<file path="src/rtl/move_cmd_queue_pkg.sv">
// Command encoding shared by the button command queue and the character controller.
package move_cmd_queue_pkg;

  typedef enum logic [2:0] {
    CMD_NONE  = 3'd0,
    CMD_UP    = 3'd1,
    CMD_DOWN  = 3'd2,
    CMD_LEFT  = 3'd3,
    CMD_RIGHT = 3'd4,
    CMD_BOMB  = 3'd5
  } cmd_t;

  localparam int unsigned CMD_W = 3;

  // Button vector bit positions: {center, right, left, down, up}.
  localparam int unsigned BTN_UP     = 0;
  localparam int unsigned BTN_DOWN   = 1;
  localparam int unsigned BTN_LEFT   = 2;
  localparam int unsigned BTN_RIGHT  = 3;
  localparam int unsigned BTN_CENTER = 4;

endpackage

</file>
<file path="src/rtl/cmd_fifo.sv">
// Generic synchronous FIFO, DEPTH entries of W bits, head visible combinationally.
module cmd_fifo #(
  parameter int unsigned DEPTH = 4,
  parameter int unsigned CNT_W = 3,
  parameter int unsigned W     = 3
) (
  input  logic             clk,
  input  logic             rst,
  input  logic             push_i,
  input  logic [W-1:0]     data_i,
  input  logic             pop_i,
  output logic [W-1:0]     head_o,
  output logic [CNT_W-1:0] count_o,
  output logic             full_o,
  output logic             empty_o
);

  localparam int unsigned AW = (DEPTH > 1) ? $clog2(DEPTH) : 1;

  logic [W-1:0]     mem_q [DEPTH];
  logic [AW-1:0]    wr_ptr_q, wr_ptr_d;
  logic [AW-1:0]    rd_ptr_q, rd_ptr_d;
  logic [CNT_W-1:0] count_q, count_d;
  logic             do_push, do_pop;

  assign empty_o = (count_q == '0);
  assign full_o  = (count_q == CNT_W'(DEPTH));
  assign head_o  = mem_q[rd_ptr_q];

  // A pop in the same cycle frees the slot a push into a full FIFO needs.
  assign do_pop  = pop_i & ~empty_o;
  assign do_push = push_i & (~full_o | do_pop);

  always_comb begin
    wr_ptr_d = wr_ptr_q;
    rd_ptr_d = rd_ptr_q;
    count_d  = count_q;
    if (do_push) wr_ptr_d = wr_ptr_q + AW'(1);
    if (do_pop)  rd_ptr_d = rd_ptr_q + AW'(1);
    count_d = count_q + CNT_W'(do_push) - CNT_W'(do_pop);
  end

  always_ff @(posedge clk or posedge rst) begin
    if (rst) begin
      wr_ptr_q <= '0;
      rd_ptr_q <= '0;
      count_q  <= '0;
    end else begin
      wr_ptr_q <= wr_ptr_d;
      rd_ptr_q <= rd_ptr_d;
      count_q  <= count_d;
    end
  end

  always_ff @(posedge clk) begin
    if (do_push) mem_q[wr_ptr_q] <= data_i;
  end

  assign count_o = count_q;

endmodule

</file>
<file path="src/rtl/move_cmd_queue.sv">
// Turns button press edges into queued movement commands, released one per tick.
// Optional auto-repeat of a held direction is enabled by defining AUTO_REPEAT_EN.
module move_cmd_queue
  import move_cmd_queue_pkg::*;
#(
  parameter int unsigned DEPTH        = 4,
  parameter int unsigned CNT_W        = 3,
  parameter int unsigned REPEAT_TICKS = 2
) (
  input  logic             clk,
  input  logic             rst,
  input  logic             btn_up,
  input  logic             btn_down,
  input  logic             btn_left,
  input  logic             btn_right,
  input  logic             btn_center,
  input  logic             tick,
  output logic [2:0]       cmd_out,
  output logic             cmd_strobe,
  output logic [CNT_W-1:0] count,
  output logic             overflow
);

  if (CNT_W != $clog2(DEPTH + 1) || REPEAT_TICKS < 1) begin : g_bad_params
    $error("move_cmd_queue: inconsistent CNT_W/DEPTH or REPEAT_TICKS < 1");
  end

  logic [4:0]       btn, btn_q, rise;
  cmd_t             sel_cmd, push_cmd, rpt_cmd, head_cmd;
  cmd_t             cmd_out_q, cmd_out_d;
  logic             strobe_q, strobe_d;
  logic             overflow_q, overflow_d;
  logic             push, rpt_push;
  logic [CMD_W-1:0] head;
  logic             fifo_full, fifo_empty;

  assign btn  = {btn_center, btn_right, btn_left, btn_down, btn_up};
  assign rise = btn & ~btn_q;

  // Only the highest-priority rise of a cycle becomes a command.
  always_comb begin
    sel_cmd = CMD_NONE;
    if      (rise[BTN_CENTER]) sel_cmd = CMD_BOMB;
    else if (rise[BTN_UP])     sel_cmd = CMD_UP;
    else if (rise[BTN_DOWN])   sel_cmd = CMD_DOWN;
    else if (rise[BTN_LEFT])   sel_cmd = CMD_LEFT;
    else if (rise[BTN_RIGHT])  sel_cmd = CMD_RIGHT;
  end

  assign push     = (sel_cmd != CMD_NONE) | rpt_push;
  assign push_cmd = (sel_cmd != CMD_NONE) ? sel_cmd : rpt_cmd;
  assign head_cmd = cmd_t'(head);

  cmd_fifo #(.DEPTH(DEPTH), .CNT_W(CNT_W), .W(CMD_W)) u_fifo (
    .clk     (clk),
    .rst     (rst),
    .push_i  (push),
    .data_i  (push_cmd),
    .pop_i   (tick),
    .head_o  (head),
    .count_o (count),
    .full_o  (fifo_full),
    .empty_o (fifo_empty)
  );

  always_comb begin
    cmd_out_d  = cmd_out_q;
    strobe_d   = 1'b0;
    overflow_d = overflow_q | (push & fifo_full & ~tick);
    if (tick) begin
      cmd_out_d = fifo_empty ? CMD_NONE : head_cmd;
      strobe_d  = ~fifo_empty;
    end
  end

  always_ff @(posedge clk or posedge rst) begin
    if (rst) begin
      btn_q      <= '0;
      cmd_out_q  <= CMD_NONE;
      strobe_q   <= 1'b0;
      overflow_q <= 1'b0;
    end else begin
      btn_q      <= btn;
      cmd_out_q  <= cmd_out_d;
      strobe_q   <= strobe_d;
      overflow_q <= overflow_d;
    end
  end

`ifdef AUTO_REPEAT_EN
  localparam int unsigned RPT_W = $clog2(REPEAT_TICKS + 1);

  logic [RPT_W-1:0] rpt_cnt_q, rpt_cnt_d;
  cmd_t             last_cmd_q, last_cmd_d;
  logic             rpt_cond;

  // Repeat only the single held direction that was the last command emitted.
  always_comb begin
    rpt_cmd = CMD_NONE;
    case (btn[3:0])
      4'b0001: rpt_cmd = CMD_UP;
      4'b0010: rpt_cmd = CMD_DOWN;
      4'b0100: rpt_cmd = CMD_LEFT;
      4'b1000: rpt_cmd = CMD_RIGHT;
      default: rpt_cmd = CMD_NONE;
    endcase
    rpt_cond   = (rpt_cmd != CMD_NONE) && (rise == '0) && fifo_empty &&
                 (last_cmd_q == rpt_cmd);
    rpt_push   = 1'b0;
    rpt_cnt_d  = rpt_cnt_q;
    last_cmd_d = strobe_d ? cmd_out_d : last_cmd_q;
    if (!rpt_cond) begin
      rpt_cnt_d = '0;
    end else if (tick) begin
      if (rpt_cnt_q == RPT_W'(REPEAT_TICKS - 1)) begin
        rpt_push  = 1'b1;
        rpt_cnt_d = '0;
      end else begin
        rpt_cnt_d = rpt_cnt_q + RPT_W'(1);
      end
    end
  end

  always_ff @(posedge clk or posedge rst) begin
    if (rst) begin
      rpt_cnt_q  <= '0;
      last_cmd_q <= CMD_NONE;
    end else begin
      rpt_cnt_q  <= rpt_cnt_d;
      last_cmd_q <= last_cmd_d;
    end
  end
`else
  assign rpt_push = 1'b0;
  assign rpt_cmd  = CMD_NONE;
`endif

  assign cmd_out    = cmd_out_q;
  assign cmd_strobe = strobe_q;
  assign overflow   = overflow_q;

endmodule

</file>
<file path="config.mk">
export PLATFORM = sky130hd
export DESIGN_NAME = move_cmd_queue
export DESIGN_NICKNAME = d
export VERILOG_FILES = /design/src/rtl/move_cmd_queue_pkg.sv /design/src/rtl/cmd_fifo.sv /design/src/rtl/move_cmd_queue.sv
export SDC_FILE = /design/constraint.sdc
export NUM_CORES = 1
export LEC_CHECK = 0
export ABC_AREA = 1
export BUFFER_PORTS_ARGS = -buffer_cell sky130_fd_sc_hd__buf_2
export CELL_PAD_IN_SITES_DETAIL_PLACEMENT = 1
export CELL_PAD_IN_SITES_GLOBAL_PLACEMENT = 1
export CORE_ASPECT_RATIO = 0.5
export CORE_UTILIZATION = 46
export CTS_BUF_LIST = sky130_fd_sc_hd__clkbuf_8
export DETAILED_ROUTE_END_ITERATION = 7
export PLACE_DENSITY_LB_ADDON = 0.1
export SLEW_MARGIN = 20
export SYNTH_ARGS = -nofsm -noshare
export SYNTH_HDL_FRONTEND = slang
export SYNTH_SLANG_ARGS = --single-unit
</file>
<file path="constraint.sdc">
create_clock -name clk -period 2.03 [get_ports clk]
set_input_delay 0.203 -clock clk [delete_from_list [all_inputs] [get_ports clk]]
set_output_delay 0.203 -clock clk [all_outputs]
set_load 0.01 [all_outputs]
</file>
[After elaboration in Yosys (flattened, before gate mapping)]
Memories as Yosys holds them, arrays and structs flattened.
Index checks and enable logic that the tools add are counted.
Widths: inputs -> output; s select.
Word-level totals
  logic and storage cells: 36
  output and inout port bits: 8
  memories kept: 1
  bits in writable memories: 12
  register bits: 17
  input bits: 8
Memories
  u_fifo.mem_q: depth 4, width 3, rd ports 1, clocked after Yosys merged registers in 0, wr ports 1, RTL line cmd_fifo.sv:20  | logic [W-1:0] mem_q [DEPTH];
Cells by class
  bitwise gates (word level): 11
  reductions and logical operators: 2
  $add $sub $neg: 4
  mux-type cells: 10
  equality and inequality tests: 1
Operator list (number)
  $mux 3: 7
  $and 5x5->5: 1
  $not 5->5: 1
  $add 2x1->2 const B: 2
  $and 1x1->1: 4
  $add 3x1->3: 1
  $eq 3x3->1 const B: 1
  $logic_not 3->1: 1
  $mux 1: 3
  $not 1->1: 3
  $reduce_bool 3->1: 1
  $sub 3x1->3: 1
  $or 1x1->1: 2

[Logic depth before layout (Yosys ltp)]
  word-level depth: 11
  mapped depth: 11
  mapped depth without buffers: 11

[Cells and area by module]
From an unflattened synthesis, not the netlist that was laid out.
Second synthesis, totals
  cell total of the unflattened synthesis: 134
  area, all modules: 1345.0 um^2
Modules (own cells, without submodules)
  cmd_fifo: cells an instance 89, seq. area each 535.5 um^2, area an instance 944.7 um^2, instances 1
  move_cmd_queue: cells an instance 45, seq. area each 250.2 um^2, area an instance 400.4 um^2, instances 1

[Worst setup path after synthesis]
OpenSTA, ideal clock, no wires.
  path kind: register -> register
  start point: register u_fifo.count_q[1], in the netlist u_fifo.count_o[1]
  end point: register u_fifo.count_q[2], in the netlist u_fifo.count_o[2]
  path buffers: 0
  period minus slack after synthesis: 1.859 ns
  setup slack: 0.171 ns
  setup time: 0.123 ns
  required time: 1.907 ns
  stages on the path, launching flop included: 11
  data arrival time: 1.737 ns
  cell sequence: dfrtp_1 -> nor2_1 -> nand2_1 -> nand2_1 -> inv_1 -> ha_1 -> inv_1 -> ha_1 -> inv_1 -> fa_1 -> xnor2_1
Between the ends
  word-level cells in the longest chain between the ends: 7
  elaborated cells on any way between the ends: 9
  those cells by class: add/sub (2); eq/ne (1); bitwise (5); reduce/logical (1)
Ends and longest elaborated chain
  start, declared: RTL line cmd_fifo.sv:23  | logic [CNT_W-1:0] count_q, count_d;
  start signal, assigned: RTL line cmd_fifo.sv:51  | count_q <= count_d;
  $logic_not 3->1: RTL line cmd_fifo.sv:26  | assign empty_o = (count_q == '0);
  $not 1->1: RTL line cmd_fifo.sv:31  | assign do_pop = pop_i & ~empty_o;
  $and 1x1->1: RTL line cmd_fifo.sv:31
  $or 1x1->1: RTL line cmd_fifo.sv:32  | assign do_push = push_i & (~full_o | do_pop);
  $and 1x1->1: RTL line cmd_fifo.sv:32
  $add 3x1->3: RTL line cmd_fifo.sv:40  | count_d = count_q + CNT_W'(do_push) - CNT_W'(do_pop);
  $sub 3x1->3 (*): RTL line cmd_fifo.sv:40
  net u_fifo.count_d[2]: RTL line cmd_fifo.sv:23
The timed path passes the listed nets; every way through them passes the cells marked *.
A chain may end at the register's enable or synchronous reset.

[Final worst setup path]
  start point: register u_fifo.count_q[2], in the netlist u_fifo.count_o[2]
  end point: register u_fifo.count_q[1], in the netlist u_fifo.count_o[1]
The elaborated chain is that of the path after synthesis.

==> metrics.cfg <==
[outcome]
outcome=finished, final reports clean

[worst_setup_path]
start_kind=flop
crit_path_max_fanout=6
cp.arrival_ps=2090
critPathMostFrequentCell=inv_1
required_ps=2200
crit_path_end_kind=flop
path_class=reg2reg
max_stage_delay_ps=510
rr_worst_depth=10
crit_slowest_cell=fa_2
path_cells=nor2_1 > nand2_1 > nand2_1 > inv_2 > ha_1 > inv_1 > ha_1 > inv_1 > fa_2 > inv_1

[synthesis]
synth_cell_types=19
async_reset_ff_frac=0.5862
ys_seq_area_frac=0.6255
synth_cells=118
synth_edf_count=12
syn-mean-instance-area_um2=10.65
yosysTopAreaCellShare=0.3386
ys_ff_latch=29
yosysWarningCount=0
ys.flop_type=dfrtp_1
synth_area_leaders=dfrtp_1, edfxtp_1, nand2_1
syn-num-nets=133
yosys.area.top_type=dfrtp_1
syn_area_um2=1256

[final_layout]
layout-drive-gt1-share=0.2222
fill_cells=267
final_cell_mix=inv_1, nand2_1, dfrtp_1
area_growth_syn_to_layout_pct=18.63
multi_input_area_um2=386.6
postLayoutCellArea_um2=1490
instances_no_fill=179
num_antenna_cells=0
num-nets-final=158
seqCellArea_um2=785.8

[placed_design]
placed_cells=170
dp_hpwl_mm=1.805
io_buffer_count=15
place_congestion=0.7996
post_dp_cell_area_um2=1390

[global_routing]
use_met1=0.2421
antenna_found_initial=0
grt_pass1_vias=889
grt_pass1_wl_mm=4.153
grt-busiest-layer=met2
grt_max_degree=18
grt_usage=0.2046
grt_overflow=0
grtUsageMet2=0.3591
use_met3=0.06824

[power_and_ir_drop]
p_clk_frac=0.215
p_leak_nw=0.7346
p_sw_mw=0.7851
ir_worst_vdd_v=0.0006296
switching_share=0.3584
pwr-share-comb=0.354
pwr-share-seq=0.431
power_density_nw_per_um2=1470
intPower_mw=1.405

[floorplanning]
dieArea_um2=2957
fp.dieH_um=38.95
start_util=0.5262
ios=16
die_w_um=75.91
placementRows=12
core_um2=2387

[job]
drv_cap=0

[route]
wl_mm=2.493
via_per_inst=4.777
wl_per_cell_um=13.93
initialDrtViolationCount=21
final_antenna_net_count=0
drtPass1Iterations=6
drc=0
num_vias=855

[timing]
tns_ps=0
maxSlewViolCount=0
finalHoldViolations=0
worst_pin_slew_ps=683.3
finalCritPeriodShare=0.9466
max_freq_ghz=0.5204
slew_headroom=0.5440
setup_viol=0
skew_ps=1.883
period_minus_slack_ps=1922

[clock_tree]
cts.sinks=29
cts_hold_buf=0
cts_buffers=5
clkLatencyLatePin_ps=270
root_buffer=clkbuf_8
cts_tree=yes
htree_num_levels=2
cts.clk_slew.worst_paths_ps=60
cts_buffer_depth=2

[min_path]
hp-class=in2async

[critical path: cells and delay by family, from the launching register on]
family                   cells  cell delay, ps
flip-flops                   1             400
AND/OR/NAND/NOR              3             300
buffers and inverters        4             220
adder cells (fa/ha/maj)      3             910
[kinds of logic (layout without fill, tap and decap cells)]
group | after synthesis | in the layout | synth area share
DFF | 29 | 29 | 0.6255
and+or+nand+nor | 44 | 44 | 0.1534
xor gates and xnor gates | 3 | 3 | 0.02092
buffers and inverters | 23 | 49 | 0.06873
AOI/OAI and AO/OA | 12 | 12 | 0.05578
adders and majority gates | 7 | 7 | 0.07570
[worst paths after layout]
path                                   startpoint                end  slack, ps
worst max-delay path            u_fifo.count_o[2]  u_fifo.count_o[1]        110
worst min-delay path                          rst  u_fifo.count_o[0]         30
worst max register to register  u_fifo.count_o[2]  u_fifo.count_o[1]        110
worst min register to register         cmd_out[0]         cmd_out[0]        470
max in group asynchronous                     rst           btn_q[2]       1570
min in group clk                       btn_center           btn_q[4]         50
[sequential cells by signal (all words and copies together), names as in the netlist]
signal and count:
btn_q 5, cmd_out 3, cmd_strobe 1, overflow 1, u_fifo.count_o 3, u_fifo.mem_q 12
u_fifo.rd_ptr_q 2, u_fifo.wr_ptr_q 2
[per-layer routing]
| metal | share of wire | up-vias |
|---|---|---|
| li1 | - | 421 |
| met1 | 0.46 | 402 |
| met2 | 0.45 | 26 |
| met3 | 0.069 | 6 |
| met4 | 0.019 | 0 |
| met5 | 0 | - |
[final cells by class]
type                       count  share of cell area
inverter                      23             0.05793
timing repair buffer          18             0.06549
clock inverter                 2            0.005038
tap                           35             0.02939
clock buffer                   6             0.05542
sequential                    29              0.5273
multi-input combinational     66              0.2594
[cells in the mapped netlist (all sizes together), types with 2 or more instances]
cell,n
nor2,16
edfxtp,12
xnor2,2
o21ai,7
o22ai,3
inv,23
nand2,23
nand3,4
dfrtp,17
ha,6
[power groups by stage]
stage	registers (mW)	logic, mW	clock network (mW)
floorplan	0.974	0.454	0
global placement	0.947	0.691	0
detailed placement	0.953	0.752	0
CTS	0.947	0.763	0.488
global route	0.969	0.882	0.504
finish	0.944	0.775	0.472
[stage by stage]
step           hold WS (ps)  total power, mW    util  worst slack [ps]
3_5_place_dp          331.3            1.706  0.5823             84.81
6_report              26.82            2.190  0.6242             108.4
2_1_floorplan         129.1            1.428       -             170.8
3_3_place_gp          325.0            1.638  0.5823             190.4
4_1_cts               38.05            2.198  0.6200             72.94
5_1_grt               41.32            2.354  0.6242            -45.40
[what timing repair did]
action | CTS | global route
resized for setup | 0 | 2
buffers inserted | 0 | 1
setup endpoints to repair | 0 | 1
Note: power is estimated with default switching activity, not from simulation.
